===== src/rtl/uc_control.sv =====
// uc_control: multi-cycle Moore control unit for an RV32I-style core.
// A state register walks FETCH/DECODE/EXECUTE/MEM/WB. The instruction register
// captures the fetched word's opcode at the end of FETCH. Datapath controls are
// decoded purely from the current state.
module uc_control (
    input  logic        clk,
    input  logic        reset,
    input  logic [31:0] instru,
    output logic [6:0]  opcode,
    output logic        PcWrite,
    output logic        IMemRead,
    output logic        AluSrcA,
    output logic [1:0]  AluSrcB,
    output logic        AluFct
);

    localparam logic [6:0] OP_R      = 7'b0110011;
    localparam logic [6:0] OP_I_ALU  = 7'b0010011;
    localparam logic [6:0] OP_LOAD   = 7'b0000011;
    localparam logic [6:0] OP_STORE  = 7'b0100011;
    localparam logic [6:0] OP_BRANCH = 7'b1100011;

    typedef enum logic [3:0] {
        ST_RST    = 4'd0,
        ST_FETCH  = 4'd1,
        ST_DECODE = 4'd2,
        ST_R_EX   = 4'd3,
        ST_I_EX   = 4'd4,
        ST_ADDR   = 4'd5,
        ST_MEM    = 4'd6,
        ST_BR     = 4'd7,
        ST_WB     = 4'd8
    } state_t;

    state_t     state_r;
    state_t     next_state_s;
    logic [6:0] ir_r;

    // Only the opcode field steers sequencing; the remaining fields are decoded
    // elsewhere in the datapath.
    logic unused_instru_s;
    assign unused_instru_s = ^instru[31:7];

    assign opcode = ir_r;

    // State register and instruction capture; IR is loaded only as FETCH ends.
    always_ff @(posedge clk) begin
        if (reset) begin
            state_r <= ST_RST;
            ir_r    <= 7'd0;
        end else begin
            state_r <= next_state_s;
            if (state_r == ST_FETCH) begin
                ir_r <= instru[6:0];
            end else begin
                ir_r <= ir_r;
            end
        end
    end

    // Next-state sequencing and Moore output decode from the current state.
    always_comb begin
        next_state_s = ST_RST;
        PcWrite      = 1'b0;
        IMemRead     = 1'b0;
        AluSrcA      = 1'b0;
        AluSrcB      = 2'b00;
        AluFct       = 1'b0;
        case (state_r)
            ST_RST: begin
                next_state_s = ST_FETCH;
            end
            ST_FETCH: begin
                PcWrite      = 1'b1;
                IMemRead     = 1'b1;
                AluSrcB      = 2'b01;
                next_state_s = ST_DECODE;
            end
            ST_DECODE: begin
                // Branch target is precomputed here while the opcode is examined.
                AluSrcB = 2'b11;
                case (ir_r)
                    OP_R:      next_state_s = ST_R_EX;
                    OP_I_ALU:  next_state_s = ST_I_EX;
                    OP_LOAD:   next_state_s = ST_ADDR;
                    OP_STORE:  next_state_s = ST_ADDR;
                    OP_BRANCH: next_state_s = ST_BR;
                    default:   next_state_s = ST_FETCH;
                endcase
            end
            ST_R_EX: begin
                AluSrcA      = 1'b1;
                AluFct       = 1'b1;
                next_state_s = ST_WB;
            end
            ST_I_EX: begin
                AluSrcA      = 1'b1;
                AluSrcB      = 2'b10;
                AluFct       = 1'b1;
                next_state_s = ST_WB;
            end
            ST_ADDR: begin
                AluSrcA      = 1'b1;
                AluSrcB      = 2'b10;
                next_state_s = ST_MEM;
            end
            ST_MEM: begin
                if (ir_r == OP_LOAD) begin
                    next_state_s = ST_WB;
                end else begin
                    next_state_s = ST_FETCH;
                end
            end
            ST_BR: begin
                // Taken-branch PC update is handled outside; only the compare runs.
                AluSrcA      = 1'b1;
                AluFct       = 1'b1;
                next_state_s = ST_FETCH;
            end
            ST_WB: begin
                next_state_s = ST_FETCH;
            end
            default: begin
                // Illegal encodings fall back to RST with all controls idle.
                next_state_s = ST_RST;
            end
        endcase
    end

endmodule


===== config.mk =====
export PLATFORM = sky130hd
export DESIGN_NAME = uc_control
export DESIGN_NICKNAME = d
export VERILOG_FILES = /design/src/rtl/uc_control.sv
export SDC_FILE = /design/constraint.sdc
export NUM_CORES = 1
export LEC_CHECK = 0
export ABC_AREA = 1
export CORE_UTILIZATION = 31
export DETAILED_ROUTE_END_ITERATION = 10
export MAX_ROUTING_LAYER = met4
export PLACE_DENSITY_LB_ADDON = 0.08
export SETUP_SLACK_MARGIN = 0.02
export SLEW_MARGIN = 10
export SYNTH_ARGS = -nofsm -noshare
export SYNTH_HDL_FRONTEND = slang
export SYNTH_SLANG_ARGS = --single-unit

===== constraint.sdc =====
create_clock -name clk -period 1.3 [get_ports clk]
set_input_delay 0.26 -clock clk [delete_from_list [all_inputs] [get_ports clk]]
set_output_delay 0.26 -clock clk [all_outputs]
set_load 0.03 [all_outputs]

==> results of run 1 <==
sequential cells by signal, indices dropped and copies added, names as in the netlist:
signal,cells
opcode,7
state_r,4
metal layers:
metal,track usage (%),vias up,part of all wire [%]
li1,-,342,-
met1,20.1,280,44
met2,29.4,18,51
met3,2.45,4,3.6
met4,12.7,0,1.4
met5,-,-,0
where the power goes:
group	internal [mW]	switching [mW]	total [mW]
logic	0.149	0.209	0.358
clock network	0.119	0.117	0.236
registers	0.369	0.0379	0.407
total	0.636	0.364	1.00
layout make-up:
| class | instances | area share [%] |
|---|---|---|
| inverter | 14 | 6.05 |
| multi-input combinational | 58 | 34.4 |
| tap | 24 | 3.09 |
| timing repair buffer | 33 | 29.9 |
| sequential | 11 | 23.9 |
| clock buffer | 4 | 2.70 |
cell families after synthesis:
kind of cell           share of synthesized area [%]
buffers and inverters                           12.9
AOI/OAI and AO/OA                               16.9
and+or+nand+nor                                 30.5
DFF                                             39.7
metrics by stage:
step	setup slack, ns	utilization (%)	hold WS (ns)
after floorplan	0.0356	-	0.329
after global placement	0.0436	49.4	0.456
after detailed placement	0.0422	49.4	0.466
after CTS	-0.155	56.9	0.477
after global routing	-0.218	61.0	0.514
final	-0.168	61.0	0.481
cell usage in the layout, fill, tap and decap left out, drive strengths merged:
| master | instances |
|---|---|
| inv | 13 |
| a21oi | 8 |
| dfxtp | 11 |
| clkdlybuf4s15 | 2 |
| nor2 | 14 |
| clkbuf | 6 |
| o21ai | 10 |
| clkinvlp | 1 |
| nand3 | 6 |
| nor3 | 3 |
| nand2 | 17 |
| clkdlybuf4s50 | 8 |
| buf | 21 |
how the worst min path moves through the flow:
| stage | start | end |
|---|---|---|
| after global routing | opcode[3] | opcode[3] |
| after floorplan | reset | state_r[1] |
| final | opcode[3] | opcode[3] |
| after global placement | opcode[3] | opcode[3] |
| after CTS | opcode[3] | opcode[3] |
| after detailed placement | opcode[3] | opcode[3] |
critical path, stage by stage (launching register included):
cell     delay [ns]
dfxtp_4        0.37
nor2_4         0.13
inv_2          0.07
nor2_4         0.09
inv_2          0.04
o21ai_1        0.07
buf_4          0.18
repair_timing:
item,CTS,global route
buffers inserted,7,4
pin swaps,4,7
resized for setup,23,24
endpoints found under the hold margin,0,0
endpoints found under the setup margin,10,13
==> results.cfg, run 1 <==
[outcome]
status = finished with violations
violations = negative setup slack

[die]
dieHeight_um = 44.3
die_area_mm2 = 0.00196
initial_core_util_pct = 34.8
num_rows = 14
pin_count = 47
die_x_um = 44.3
core_mm2 = 0.00159

[setup_path]
reg2reg_to = state_r[3]
critPathRequiredTime_ns = 1.04
worst_setup_path_end_kind = output pin
cp.arrival_ns = 1.21
path_class = reg2out
cp_max_fo = 3
timing.rr.start = state_r[2]
worstSetupStartpoint = state_r[2]
ff2ff_setup_slack_ns = 0.06
crit_end = AluSrcB[1]
reg2reg_depth = 8
cp-start-kind = register

[cts]
cts_tree = done
cts_max_path_buffers = 2
numCtsBuffers = 3
cts.reportedPaths.clkPinSlew_ns = 0.08
root_buffer = clkbuf_4
clock_sinks = 11
holdBufCountCts = 0
worstSkewPairLatency_ns = 0.27
cts_htree_levels = 1

[timing]
period_share_pct = 113
rsz0062_at_grt = true
hold_viol = 0
setup_violations = 6
skew_ns = 0.00826
slew_headroom_pct = 80.6
drv_slew = 0
max_freq_mhz = 681
worstMarginPinSlew_ns = 0.290
final.setup.tns_ns = -0.917
final.min_clock_period_ns = 1.47
worst_slack_ns = -0.168

[min_path]
hold_depth = 2
hp-class = reg2reg

[yosys]
netlist_area_um2 = 554
yosys_warnings = 0
ys_top_cells_by_area = dfxtp_1 (40%), nand2_1 (11%), inv_1 (8.8%)
synth-seq-area-share_pct = 39.7
synth_seq_cells = 11
async_reset_ff_share_pct = 0
ys.flop_type = dfxtp_1
avgSynthCellArea_um2 = 6.52
yosysMostFrequentCell = nand2_1
synth_common_cells = nand2_1 (16), inv_1 (13), nor2_1 (12)
synthCells = 85
yosysUniqueCellTypes = 15
synth_enable_flop_cells = 0
synth_largest_area_cell = dfxtp_1
syn_nets = 119
yosysTopAreaCellShare_pct = 39.7

[pwr]
leakage_nw = 0.434
ir_drop_uv = 619
p_per_area_mw_per_mm2 = 1030
power_mw = 1.00

[layout]
layout-drive-gt1-share_pct = 44.2
regArea_um2 = 233
num_antenna_cells = 0
fin_nets = 155
design_area_um2 = 972
multi_input_area_um2 = 334
area_growth_syn_to_layout_pct = 75.4
fillers = 153
stdcell_count = 144

[drt]
viasPerCell = 4.47
ant_nets = 0
first_pass_iters = 4
drt-total-wl_um = 1540
remaining_drc_errors = 0
vias = 644
wire_per_inst_um = 10.7
drt_iter0_markers = 5

[flow_run]
drv_cap = 0

[global_route]
grt_pass1_vias = 612
grt_overflow = 0
grt_start_max_net_pins = 13
grt_pass1_wl_um = 2480
antenna_found_initial = 0
grt_usage_pct = 18.0

[placed_design]
dpl.hpwl_um = 951
io_buffers = 21
placed_area_um2 = 787
placedCellCount = 132
place.gp.congestion = 0.814
Power figures use the tool's default switching activity.
==> run 2: changes to the inputs <==
- CORE_MARGIN: unset -> 2
==> run 2 against run 1 <==
Largest power group unchanged. Critical path depth unchanged. Highest routed layer unchanged. Utilization decreased by 6.2 points. Cell count unchanged. Power increased by 0.71%. Wire length decreased by 8.1%. Global-route usage decreased by 1.3 points. The flow still finishes with violations (negative setup slack). Setup slack improved by 0.025 ns. Maximum frequency increased by 1.8%. Clock skew decreased by 0.0061 ns. Clock power about the same.
==> results.cfg, run 2 (synthesized netlist as in run 1, its figures left out) <==
[outcome]
status = finished with violations
violations = negative setup slack

[timing]
setup_violations = 6
period_share_pct = 111
max_freq_mhz = 693
final.min_clock_period_ns = 1.44
skew_ns = 0.00219
worstMarginPinSlew_ns = 0.271
final.setup.tns_ns = -0.746
worst_slack_ns = -0.143
finalHoldWorstSlack_ns = 0.470
rsz0062_at_grt = true
drv_slew = 0
hold_viol = 0
slew_headroom_pct = 81.9

[setup_path]
cp.arrival_ns = 1.18
crit_slowest_cell = dfxtp_2
max_stage_delay_ns = 0.35
cp-start-kind = register
crit_family = flip-flops
ff2ff_setup_slack_ns = 0.09
path_cells = inv_2 > nand2_1 > nor2_2 > inv_1 > o21ai_1 > buf_4
cp_num_buf_inv = 3
path_class = reg2out
critPathRequiredTime_ns = 1.04
cp_max_fo = 4
worst_setup_path_end_kind = output pin

[layout]
largest_reg_flops = 7
stdcell_count = 144
area_growth_syn_to_layout_pct = 68.8
fin_nets = 154
num_antenna_cells = 0
design_area_um2 = 936
layout-drive-gt1-share_pct = 41.2
layout.cells.most_common_list = nand2_1 (14), buf_4 (14), inv_1 (10), a21oi_1 (8), clkdlybuf4s50_1 (8)
fillers = 174

[placed_design]
placed_area_um2 = 803
dpl.hpwl_um = 1010
place.gp.congestion = 0.833
placedCellCount = 135
io_buffers = 21
dp_slack_ns = 0.0207

[global_route]
grt_overflow = 0
grt_usage_pct = 16.7
grt_start_max_net_pins = 9
grt_pass1_vias = 596
grt_pass1_wl_um = 2380
antenna_found_initial = 0

[cts]
cts_htree_levels = 1
holdBufCountCts = 0
cts_max_path_buffers = 2
cts.reportedPaths.clkPinSlew_ns = 0.07
cts_tree = done
worstSkewPairLatency_ns = 0.27
numCtsBuffers = 3
clock_sinks = 11
root_buffer = clkbuf_4

[drt]
vias = 652
dr_wl_met3_um = 74
drt_iter0_markers = 12
drt-total-wl_um = 1420
first_pass_iters = 4
wl_met1_um = 627
wire_per_inst_um = 9.85
wl_met2_um = 703
remaining_drc_errors = 0
ant_nets = 0
dr.max_layer_used = met4
viasPerCell = 4.53

[die]
num_rows = 15
die_x_um = 46.3
initial_core_util_pct = 32.5
pin_count = 47
core_mm2 = 0.00171
dieHeight_um = 46.3
die_area_mm2 = 0.00214

[pwr]
ir_drop_uv = 567
leakage_nw = 0.424
p_per_area_mw_per_mm2 = 1080

[flow_run]
drv_cap = 0

[min_path]
hp-class = reg2reg
## run 2: cell types whose count changed in the layout (fill, tap and decap cells not counted), moves of 2 or more
| cell | change |
|---|---|
| nand2_1 | +3 |
| o21ai_0 | -3 |
| clkbuf_2 | +2 |
| clkdlybuf4s15_1 | -2 |
| inv_1 | +2 |
| inv_2 | -2 |
| nand2_2 | -2 |
| nor2_2 | +2 |
| o21ai_1 | +2 |
## run 2: timing repair
action,in CTS,in global routing
gates resized for setup,25,20
setup endpoints to repair,10,13
endpoints found under the hold margin,0,0
pin swaps,4,3
setup buffers,4,1
## run 2: area by class of cell
| class | count | area (um2) | area share, % |
|---|---|---|---|
| Multi-Input combinational cell | 58 | 314 | 33.6 |
| Tap cell | 25 | 31.3 | 3.34 |
| Clock buffer | 4 | 26.3 | 2.81 |
| Inverter | 14 | 58.8 | 6.28 |
| Timing Repair Buffer | 32 | 273 | 29.1 |
| Sequential cell | 11 | 233 | 24.9 |
## run 2: worst reg2reg max path: stages (launching register included)
cell     delay, ns
dfxtp_4       0.37
nor2_4        0.12
buf_4         0.13
nand2_4       0.06
buf_4         0.14
buf_4         0.14
o21ai_1       0.11
a21oi_1       0.05
## run 2: path summary, 6_finish.rpt
kind,from,end,cells after the start
worst max register to register,state_r[2],opcode[2],7
worst min register to register,opcode[2],opcode[2],2
worst max-delay path,state_r[0],AluSrcB[1],6
worst min-delay path,opcode[2],opcode[2],2
## run 2: where the power goes
group	total, mW	switching [mW]	internal (mW)
combinational	0.370	0.211	0.159
sequential	0.402	0.0351	0.367
clock	0.236	0.117	0.119
## run 2: routing by layer
layer / global-route usage (%) / vias up
met3: 4.71 / 2
li1: - / 338
met1: 19.4 / 296
met4: 10.3 / 0
met2: 25.0 / 16
met5: - / -
## run 2: stage by stage
step | total power [mW] | utilization (%)
after floorplan | 0.614 | -
after global placement | 0.743 | 47.0
after detailed placement | 0.745 | 47.0
after CTS | 1.01 | 53.6
after global routing | 1.07 | 54.8
final | 1.01 | 54.8
==> RTL edit 1, RTL diff (flow settings as in run 2) <==
Encoding of `state_t`: now one-hot (9 bits for 9 states).
--- a/src/rtl/uc_control.sv
+++ b/src/rtl/uc_control.sv
@@ -21,14 +21,14 @@
     localparam logic [6:0] OP_BRANCH = 7'b1100011;
 
-    typedef enum logic [3:0] {
-        ST_RST    = 4'd0,
-        ST_FETCH  = 4'd1,
-        ST_DECODE = 4'd2,
-        ST_R_EX   = 4'd3,
-        ST_I_EX   = 4'd4,
-        ST_ADDR   = 4'd5,
-        ST_MEM    = 4'd6,
-        ST_BR     = 4'd7,
-        ST_WB     = 4'd8
+    typedef enum logic [8:0] {
+        ST_RST    = 9'b000000001,
+        ST_FETCH  = 9'b000000010,
+        ST_DECODE = 9'b000000100,
+        ST_R_EX   = 9'b000001000,
+        ST_I_EX   = 9'b000010000,
+        ST_ADDR   = 9'b000100000,
+        ST_MEM    = 9'b001000000,
+        ST_BR     = 9'b010000000,
+        ST_WB     = 9'b100000000
     } state_t;
 
Formal check against the unedited RTL: no difference found for any inputs over 10 cycles, from zero or initial values and one cycle with reset high; not proved beyond that.
==> RTL edit 1 against run 2 <==
The run still ends with negative setup slack left. Synthesized area is 53% higher. Cell count is 31% higher. Count of clock-buffer cells in the layout stayed put. Cell area is 45% higher. Synthesized cell count is 38% higher. Worst setup slack worse by 160 ps. Critical endpoint is now AluSrcB[0]. Sequential cell count is 5 higher. Highest routed layer unchanged. Wire length is 44% higher. Clock skew hardly changed. Power is 65% higher.
==> RTL edit 1: results (changes against run 2) <==
----------------------------------------------------
[Status]
  Status ... finished with violations (unchanged)
  Violations in the final reports ... negative setup slack (unchanged)

[Finish]
  Number of flip-flops in the largest register ... 9 (was 7)
  Fraction of final layout cells with drive strength greater than 1 ... 0.538 (was 0.412)
  Final instance count without filler cells ... 188 (was 144)

[Placed design]
  Post-placement cell count ... 178 (was 135)
  Placement Setup Slack ... -40.8 ps (was 20.7 ps)
  Final Wtd Congestion ... 0.755 (was 0.833)
  Total cell area at the placement stage ... 1160 µm² (was 803 µm²)
  PortBufs ... 21 (unchanged)
  Placed wire-length estimate after detailed placement ... 1490 µm (was 1010 µm)

[Critical path]
  Signal arrival time at the worst endpoint ... 1340 ps (was 1180 ps)
  Depth of the worst register-to-register path ... 10 (was 7)

[Route]
  Via count ... 885 (was 652)
  First-iteration detailed-routing DRC count ... 4 (was 12)
  Routed len/inst ... 10.9 µm (was 9.85 µm)

[Timing]
  Largest clock skew in the final design ... 1.81 ps (was 2.19 ps)
  Min setup slack post-route ... -303 ps (was -143 ps)
  Post-route setup TNS ... -2210 ps (was -746 ps)
  Transition time of the tightest slew-check pin ... 276 ps (was 271 ps)
  Setup violations, final ... 16 (was 6)

[Logic synthesis]
  Most used standard cells in the synthesized netlist ... 24 x nor2_1, 16 x dfxtp_1, 16 x inv_1, 12 x nand2_1, 8 x nand3_1 (was 16 x nand2_1, 13 x inv_1, 12 x nor2_1, 11 x dfxtp_1, 8 x a21oi_1)
  Number of distinct library cell variants in the gate-level netlist after synthesis ... 20 (was 15)
  Proportion of synthesized chip area in sequential cells ... 0.379 (was 0.397)
  Synthesized Nets ... 151 (was 119)
  Synthesized-area fraction occupied by ao, oa, aoi and oai cells ... 0.115 (was 0.169)
  Synthesized area per cell ... 7.23 µm² (was 6.52 µm²)
  Leading post-synthesis cells by cell area ... dfxtp_1 38%, nor2_1 11%, inv_1 7.1% (was dfxtp_1 40%, nand2_1 11%, inv_1 8.8%)

[Clock tree]
  H-Tree Level Count ... 1 (unchanged)
  Later-pin clock latency in the skew report ... 290 ps (was 270 ps)
  Clk slew on worst S/H paths ... 90 ps (was 70 ps)

[Power and ir drop]
  Peak VDD IR ... 0.763 mV (was 0.567 mV)
  NetSw ... 0.000638 W (was 0.000363 W)
  Sw Ratio ... 0.384 (was 0.360)
  Total leakage power ... 0.635 nW (was 0.424 nW)
  Relative contribution of combinational cells to total power ... 0.429 (was 0.367)

[Global routing]
  Total GRT Usage ... 0.141 (was 0.167)
  Global-route wire length before repair ... 3410 µm (was 2380 µm)
  Maximum number of pins on one net before global-route repair ... 13 (was 9)
  Vias in the first global route ... 844 (was 596)

[Min path]
  Hold path depth ... 1 (was 2)

----------------------------------------------------
==> RTL edit 1: cell types whose count changed after synthesis, moves of 3 or more <==
cell     before  now
dfxtp_1      11   16
inv_1        13   16
a21oi_1       8    4
nor2_1       12   24
nor2_4        0    4
nand2_2       1    4
nand2_1      16   12
==> RTL edit 1: layout make-up <==
cell class / instances / area (µm²)
Tap cell: 30 / 37.5
Multi-Input combinational cell: 79 / 508
Sequential cell: 16 / 332
Timing Repair Buffer: 40 / 360
Inverter: 19 / 81.3
Fill cell: 259 / 1170
Clock buffer: 4 / 36.3
==> RTL edit 1: routing by layer <==
layer | up-vias | track usage | routed length [µm]
li1 | 451 | - | -
met1 | 416 | 0.159 | 910
met2 | 14 | 0.230 | 1020
met3 | 4 | 0.0209 | 55
met4 | 0 | 0.0918 | 53
met5 | - | - | 0
==> RTL edit 1: repair_timing <==
| item | CTS | global route |
|---|---|---|
| endpoints found under the setup margin | 13 | 21 |
| pin swaps | 7 | 5 |
| gates resized for setup | 36 | 21 |
| buffers inserted | 5 | 2 |
==> RTL edit 1: critical path, cell delays in order (launching register included) <==
cell and delay, ps:
dfxtp_2 350, nor2_4 150, nand3_4 130, buf_6 150, a21oi_4 130, buf_6 150
==> RTL edit 1: worst paths after layout <==
path	end	slack [ps]	from
hold / removal	state_r[4]$_SDFF_PP0_	470	opcode[5]$_SDFFE_PP0P_
setup reg to reg	state_r[1]$_SDFF_PP0_	-130	state_r[4]$_SDFF_PP0_
hold reg to reg	state_r[4]$_SDFF_PP0_	470	opcode[5]$_SDFFE_PP0P_
setup / recovery	AluSrcB[0]	-300	state_r[4]$_SDFF_PP0_
==> RTL edit 2, RTL diff (config.mk and constraints of run 2) <==
Without the edit above. Put a register stage on the output `IMemRead`, cleared by the reset. The value now appears one clock later. The other outputs are not delayed to match.
--- a/src/rtl/uc_control.sv
+++ b/src/rtl/uc_control.sv
@@ -33,4 +33,6 @@
     } state_t;
 
+    logic IMemRead_d;
+
     state_t     state_r;
     state_t     next_state_s;
@@ -63,5 +65,5 @@
         next_state_s = ST_RST;
         PcWrite      = 1'b0;
-        IMemRead     = 1'b0;
+        IMemRead_d   = 1'b0;
         AluSrcA      = 1'b0;
         AluSrcB      = 2'b00;
@@ -73,5 +75,5 @@
             ST_FETCH: begin
                 PcWrite      = 1'b1;
-                IMemRead     = 1'b1;
+                IMemRead_d   = 1'b1;
                 AluSrcB      = 2'b01;
                 next_state_s = ST_DECODE;
@@ -128,4 +130,12 @@
     end
 
+    always_ff @(posedge clk) begin
+        if (reset) begin
+            IMemRead <= '0;
+        end else begin
+            IMemRead <= IMemRead_d;
+        end
+    end
+
 endmodule
 
Formal check against the unedited RTL: not equivalent (Yosys sat finds a counterexample within 4 cycles, from zero or initial values and one cycle with reset high).
==> RTL edit 2 against run 2 <==
The run still ends with negative setup slack left. Cell area up 2.0%. First-iteration DRC count down 33%. Power up 1.2%. Worst setup slack worse by 5.6 ps. Wire length up 4.4%. Critical path type unchanged. Synthesized area up 4.5%. Sequential cell count up 1. Sequential power up 9.5%.
==> RTL edit 2: results (changes against run 2) <==
----------------------------------------------------
[Status]
  Violations in the final reports ... negative setup slack (unchanged)
  Status ... finished with violations (unchanged)

[Logic synthesis]
  Most used standard cells in the synthesized netlist ... 13 x nand2_1, 12 x dfxtp_1, 11 x nor2_1, 10 x inv_1, 9 x o21ai_0 (was 16 x nand2_1, 13 x inv_1, 12 x nor2_1, 11 x dfxtp_1, 8 x a21oi_1)
  Gate count of the mapped netlist ... 84 (was 85)
  Leading post-synthesis cells by cell area ... dfxtp_1 41%, nand2_1 8.4%, o21ai_0 7.8% (was dfxtp_1 40%, nand2_1 11%, inv_1 8.8%)
  Proportion of synthesized chip area in sequential cells ... 0.415 (was 0.397)
  Synthesized Nets ... 118 (was 119)

[Route]
  Number of detailed-route iterations in the first pass ... 3 (was 4)
  First-iteration detailed-routing DRC count ... 8 (was 12)
  Met2 Wirelength ... 763 µm (was 703 µm)
  Wire length the detailed router placed on met1 ... 665 µm (was 627 µm)
  Vias/cell ... 4.47 (was 4.53)
  Routed wire length ... 1480 µm (was 1420 µm)
  Via count ... 648 (was 652)

[Clock tree]
  Number of gates given a new drive strength after cts ... 22 (was 25)

[Critical path]
  Worst Setup SP ... state_r[3]$_SDFF_PP0_ (was state_r[0]$_SDFF_PP0_)
  Destination of the worst register-to-register timing path ... state_r[0]$_SDFF_PP0_ (was opcode[2]$_SDFFE_PP0P_)
  Crit-path max FO ... 3 (was 4)
  Startpoint of the worst-slack reg-to-reg timing path ... state_r[0]$_SDFF_PP0_ (was state_r[2]$_SDFF_PP0_)
  CP Capture Point ... AluFct (was AluSrcB[1])
  Depth of the worst register-to-register path ... 10 (was 7)

[Timing]
  Min setup slack post-route ... -149 ps (was -143 ps)
  Final hold slack ... 463 ps (was 470 ps)
  Transition time of the tightest slew-check pin ... 299 ps (was 271 ps)
  Post-route setup TNS ... -626 ps (was -746 ps)
  Largest clock skew in the final design ... 1.69 ps (was 2.19 ps)
  Setup violations, final ... 5 (was 6)

[Global routing]
  Met1 layer usage reported by global route ... 0.190 (was 0.194)
  Total GRT Usage ... 0.152 (was 0.167)
  Maximum number of pins on one net before global-route repair ... 10 (was 9)
  Global-route wire length before repair ... 2200 µm (was 2380 µm)
  Fraction of met3 tracks used by global routing ... 0.0231 (was 0.0471)
  Met2 Use GR ... 0.224 (was 0.250)

[Power and ir drop]
  Peak VDD IR ... 0.536 mV (was 0.567 mV)
  Total leakage power ... 0.416 nW (was 0.424 nW)

[Placed design]
  Final Wtd Congestion ... 0.773 (was 0.833)
  Total cell area at the placement stage ... 850 µm² (was 803 µm²)
  Post-placement cell count ... 137 (was 135)

[Finish]
  Fraction of final layout cells with drive strength greater than 1 ... 0.383 (was 0.412)
  Final-stage net count ... 156 (was 154)

----------------------------------------------------
## RTL edit 2: cell count changes in the layout (fill, tap and decap cells not counted), sizes merged, moves of 2 or more
| cell | run 2 | this run |
|---|---|---|
| nand2 | 17 | 15 |
| clkbuf | 8 | 4 |
| clkdlybuf4s15 | 0 | 3 |
| o21ai | 10 | 12 |
## RTL edit 2: cell type report
class | instances | area [µm²]
clock buffers | 3 | 22.5
fillers | 182 | 791
inverters | 12 | 50.0
multi-input cells | 59 | 308
flip-flops and latches | 12 | 253
well taps | 25 | 31.3
repair buffers | 34 | 290
## RTL edit 2: where the power goes
part           internal [W]  switching, W  total [W]
clock              0.000107      0.000115   0.000222
combinational      0.000153      0.000204   0.000357
sequential         0.000402     0.0000383   0.000440
total              0.000662      0.000357    0.00102
## RTL edit 2: kinds of logic after synthesis
family | synth area share
AO/OA/AOI/OAI | 0.173
buffers and inverters | 0.0972
flip-flops | 0.415
AND/OR/NAND/NOR | 0.315
